==> src/rtl/three_vote_core.sv <==
// three_vote_core: 2-of-3 majority voter for triple-redundant control bits.
//
// Optional feature macro: THREE_VOTE_CNT_EN
//   defined   -> per-input saturating dissent counters and cnt_a/cnt_b/cnt_c ports
//   undefined -> counters and their ports are absent
//
// Ports:
//   clk          rising-edge system clock
//   rst          synchronous, active-high reset
//   a, b, c      replica channels
//   r            combinational majority of a, b, c (independent of clk/rst)
//   r_q          registered r                     (reset 0)
//   unanimous_q  registered a == b == c           (reset 1)
//   dissent_q    registered one-hot dissenter {c,b,a}, 000 when unanimous (reset 000)
//   cnt_a/b/c    saturating dissent counters, CNT_W bits each (macro only, reset 0)
module three_vote_core #(
  parameter int unsigned CNT_W = 8
) (
  input  logic             clk,
  input  logic             rst,
  input  logic             a,
  input  logic             b,
  input  logic             c,
  output logic             r,
  output logic             r_q,
  output logic             unanimous_q,
  output logic [2:0]       dissent_q
`ifdef THREE_VOTE_CNT_EN
  ,
  output logic [CNT_W-1:0] cnt_a,
  output logic [CNT_W-1:0] cnt_b,
  output logic [CNT_W-1:0] cnt_c
`endif
);

  logic [2:0] dissent;
  logic       unanimous;

  // Vote and dissent decode; at most one input can differ from the majority.
  always_comb begin
    r          = (a & b) | (a & c) | (b & c);
    dissent    = {c ^ r, b ^ r, a ^ r};
    unanimous  = (dissent == 3'b000);
  end

  // Registered monitor outputs.
  always_ff @(posedge clk) begin
    if (rst) begin
      r_q         <= 1'b0;
      unanimous_q <= 1'b1;
      dissent_q   <= 3'b000;
    end else begin
      r_q         <= r;
      unanimous_q <= unanimous;
      dissent_q   <= dissent;
    end
  end

`ifdef THREE_VOTE_CNT_EN
  localparam logic [CNT_W-1:0] CNT_MAX = '1;

  logic [CNT_W-1:0] cnt [3];

  // Per-input dissent counters; hold at all-ones instead of wrapping.
  always_ff @(posedge clk) begin
    if (rst) begin
      for (int i = 0; i < 3; i++) cnt[i] <= '0;
    end else begin
      for (int i = 0; i < 3; i++) begin
        if (dissent[i] && (cnt[i] != CNT_MAX)) cnt[i] <= cnt[i] + CNT_W'(1);
      end
    end
  end

  assign cnt_a = cnt[0];
  assign cnt_b = cnt[1];
  assign cnt_c = cnt[2];
`endif

endmodule

==> config.mk <==
export PLATFORM = sky130hd
export DESIGN_NAME = three_vote_core
export DESIGN_NICKNAME = d
export VERILOG_FILES = /design/src/rtl/three_vote_core.sv
export SDC_FILE = /design/constraint.sdc
export NUM_CORES = 1
export LEC_CHECK = 0
export ABC_CLOCK_PERIOD_IN_PS = 1180
export BUFFER_PORTS_ARGS = -buffer_cell sky130_fd_sc_hd__buf_2
export CAP_MARGIN = 20
export CORE_AREA = 8 8 45 47
export DETAILED_ROUTE_END_ITERATION = 6
export DIE_AREA = 0 0 53 55
export SLEW_MARGIN = 20
export SYNTH_ARGS = -nofsm -noshare
export SYNTH_HDL_FRONTEND = slang
export SYNTH_SLANG_ARGS = --single-unit
==> constraint.sdc <==
create_clock -name clk -period 1.18 [get_ports clk]
set_clock_uncertainty 0.2 [all_clocks]
set_input_delay 0.354 -clock clk [delete_from_list [all_inputs] [get_ports clk]]
set_output_delay 0.354 -clock clk [all_outputs]
set_load 0.01 [all_outputs]
# Word level (Yosys, flattened, before mapping)
# Index checks and enable logic that the tools add are counted.
# Widths: inputs -> output; s select.
[totals]
wordCells = 12
in_bits = 5
out_inout_bits = 6
reg_bits = 5
[op_classes]
n_reduce_logical = 1
bitwise_logic = 8
[ops]
columns = ["cell", "n"]
rows = [
  ["$and 1x1->1", 3],
  ["$logic_not 3->1", 1],
  ["$xor 1x1->1", 3],
  ["$or 1x1->1", 2],
]

# Logic depth before layout (Yosys ltp)
[logic_depth]
depth_word = 5
ltp_mapped = 3
ltp_nobuf = 3

# Least setup slack after synthesis
# OpenSTA, ideal clock, no wires.
[synth_path]
path_type = "input-to-reg"
startpoint = "in a"
endpoint = "reg dissent_q[0]"
setup_ns = 0.086
t_arrival_ns = 1.031
path_slack_ns = -0.136
path_buffers = 0
t_required_ns = 0.894
stages = 3
cell_sequence = "ha_1 or2_1 a211oi_1"
[synth_via]
elab_chain_cells = 4
elab_cells_between_ends = 5
cone_classes = "bitwise (5)"
[synth_lines]
columns = ["item", "line_no", "source"]
rows = [
  ["start, declared", "21", "input logic a,"],
  ["$and 1x1->1", "41", "r = (a & b) | (a & c) | (b & c);"],
  ["$or 1x1->1 (2 in a row)", "41", ""],
  ["$xor 1x1->1 *", "42", "dissent = {c ^ r, b ^ r, a ^ r};"],
  ["end signal, assigned", "55", "dissent_q <= dissent;"],
  ["end, declared", "27", "output logic [2:0] dissent_q"],
]
# Every way passes the cells marked *; elsewhere a longest branch is shown, timed or not.
# A chain may end at the register's enable or synchronous reset.

# Final worst setup path
[layout_path]
startpoint = "in b"
endpoint = "out r"
[layout_via]
elab_chain_cells = 3
elab_cells_between_ends = 4
cone_classes = "bitwise (4)"
[layout_lines]
columns = ["item", "line_no", "source"]
rows = [
  ["start, declared", "22", "input logic b,"],
  ["$and 1x1->1", "41", ""],
  ["$or 1x1->1", "41", ""],
  ["$or 1x1->1 *", "41", ""],
  ["end, declared", "24", "output logic r,"],
]
# Marked as above.

==> impl_metrics.tcl <==
set metrics [dict create \
    outcome "finished with violations" \
    violations "negative setup slack" \
    cts_buffer_depth 2 \
    synth_warnings 0 \
    final_max_slew_viol_count 0 \
    synth_top_area_share_pct 48.5 \
    port_buffers 10 \
    min_period_ns 1.38 \
    routed_wirelength_um 601 \
    gp_congestion 0.694 \
    clkPwrFrac_pct 37.5 \
    fillers 149 \
    track_usage_pct 5.08 \
    synth_nets 26 \
    cts_root_buf "clkbuf_4" \
    ys_top_cells_by_area "dfxtp_1 48%, a211oi_1 15%, nor4b_2 7.3%, ha_1 6.1%, inv_1 3.6%" \
    hold_buffers 0 \
    drt-initial-drc-count 0 \
    worstSetupPathType "primary input to output port" \
    finalSetupViolations 9 \
    fp.dieH_um 55 \
    synth-edff-count 0 \
    vias_per_cell 3.84 \
    worstPathArrival_ns 0.82 \
    synth-async-reset-ratio_pct 0 \
    top_layer "met3" \
    maxCapViolCount 0 \
    p_switching_w 0.000125 \
    synthCells 20 \
    grt_max_degree 6 \
    antenna_cells 0 \
    ys_seq_area_share_pct 48.5 \
    ys_types 12 \
    setup_ws_ns -0.195 \
    synth-main-ff-cell "dfxtp_1" \
    syn2layout_area_growth_pct 125 \
    setup.worst_path.start "b" \
    core_sq_mm 0.00138 \
    h-tree-depth 1 \
    grt_first_pass_wirelength_um 1030 \
    num_vias 223 \
    max_slew.worst_pin.slew_ns 0.225 \
    wl_per_cell_um 10.4 \
    antenna_found_initial 0 \
    synth.most_common_cell "dfxtp_1" \
    grt_overflow 0 \
    tritoncts "done" \
    synthTopCellsByCount "5 x dfxtp_1, 4 x a211oi_1, 2 x inv_1" \
    finalHoldViolCount 0 \
    nets 49 \
    setup-tns-final_ns -0.364 \
    die-area_sq_mm 0.00292 \
    end_kind "output port" \
    core.rowCount 14 \
    timing.hold.ws_ns 0.139 \
    combPwrFrac_pct 26.1 \
    pwr-share-seq_pct 36.4 \
    met3WireLength_um 69 \
    fmax_mhz 727 \
    ant_nets 0 \
    cts_buffers 3 \
    wl_met1_um 201 \
    min_path_type "primary input to flip-flop" \
    clock_sinks 5 \
    drive_gt1_share_pct 73.8 \
    rsz0062_at_grt "yes" \
    dieWidth_um 53 \
    drc 0 \
    ys_seq_elements 5 \
    start_util_pct 14.9 \
    synth_top_cell_by_area "dfxtp_1" \
    period_share_pct 117 \
    synth.avg_cell_area_sq_um 10.3 \
    p_sw_share_pct 24.7 \
    p_leak_nw 0.200 \
    path_clk_slew_ns 0.04 \
    synth_area_sq_um 206 \
    timing.critical_path.from_type "primary input" \
    hold_start "rst" \
    drtPass1Iterations 1 \
    grt_pass1_vias 264 \
    ir_worst_vdd_v 0.000294 \
    power_density_mw_per_mm2 1090 \
    ioPinCount 11 \
    relSlewSlack_pct 84.9 \
    required_ns 0.63 \
    p_int_w 0.000381 \
    crit_path_max_fanout 4 \
    dr_wl_met2_um 330 \
    dp_hpwl_um 422 \
]
==> per-layer routing <==
metal | vias to the layer above | GRT usage (%)
li1 | 115 | -
met3 | 0 | 2.67
met1 | 100 | 3.95
met4 | 0 | 7.76
met5 | - | 0
met2 | 8 | 7.62
==> worst max-delay path, cell delays in order <==
cell     delay, ns
buf_8         0.11
ha_4          0.15
inv_2         0.05
nand2_2       0.04
buf_6         0.11
==> power by group through the flow <==
stage	clock, W	combinational (W)	sequential [W]
CTS	0.000202	0.000115	0.000184
detailed placement	0	0.0000915	0.000187
finish	0.000190	0.000132	0.000184
global route	0.000214	0.000144	0.000184
global placement	0	0.0000902	0.000187
floorplan	0	0.0000297	0.000194
==> metrics by stage <==
stage | instances | setup slack (ns) | instance area, sq um | util [%] | power, W
global placement | 53 | -0.303 | 344 | 24.9 | 0.000277
floorplan | 20 | 0.00110 | 221 | - | 0.000224
detailed placement | 53 | -0.307 | 344 | 24.9 | 0.000278
finish | 58 | -0.195 | 465 | 33.6 | 0.000506
CTS | 58 | -0.203 | 430 | 31.1 | 0.000501
global route | 58 | -0.216 | 465 | 33.6 | 0.000542
==> logic make-up (layout without fill, tap and decap cells) <==
kind of cell / after synthesis / count (layout) / synth area share, %
AOI/OAI and AO/OA: 8 / 8 / 26.7
adders and majority gates: 1 / 1 / 6.06
buffers and inverters: 2 / 24 / 3.64
DFF: 5 / 5 / 48.5
and+or+nand+nor: 4 / 4 / 15.2
==> timing repair <==
item,in CTS,in global routing
setup buffers,1,0
setup endpoints to repair,6,10
gates resized for setup,11,7
pin swaps,1,4
hold endpoints to repair,0,0
==> final timing paths <==
check | slack [ns] | end | cells after the start
hold / removal | 0.14 | dissent_q[0] | 2
setup / recovery | -0.20 | r | 5
==> cells in the final DEF, fill, tap and decap left out, drive strengths merged <==
cell / synthesis / layout
a21oi: 1 / 1
clkbuf: 0 / 4
o21ai: 1 / 1
o21a: 1 / 1
buf: 0 / 18
or2: 1 / 1
nand2: 1 / 1
nor2b: 1 / 1
a211oi: 4 / 4
o31ai: 1 / 1
ha: 1 / 1
dfxtp: 5 / 5
nor4b: 1 / 1
inv: 2 / 2
==> layout make-up <==
class	count	area, sq um	share of cell area [%]
Timing Repair Buffer	18	140	30.1
Inverter	2	7.51	1.61
Sequential cell	5	100	21.5
Tap cell	16	20.0	4.30
Multi-Input combinational cell	13	171	36.8
Clock buffer	4	26.3	5.65
==> flip-flops by register name, indices dropped and copies added, names as in the netlist <==
| signal | count |
|---|---|
| dissent_q | 3 |
| r_q | 1 |
| unanimous_q | 1 |
Power figures use the tool's default switching activity.
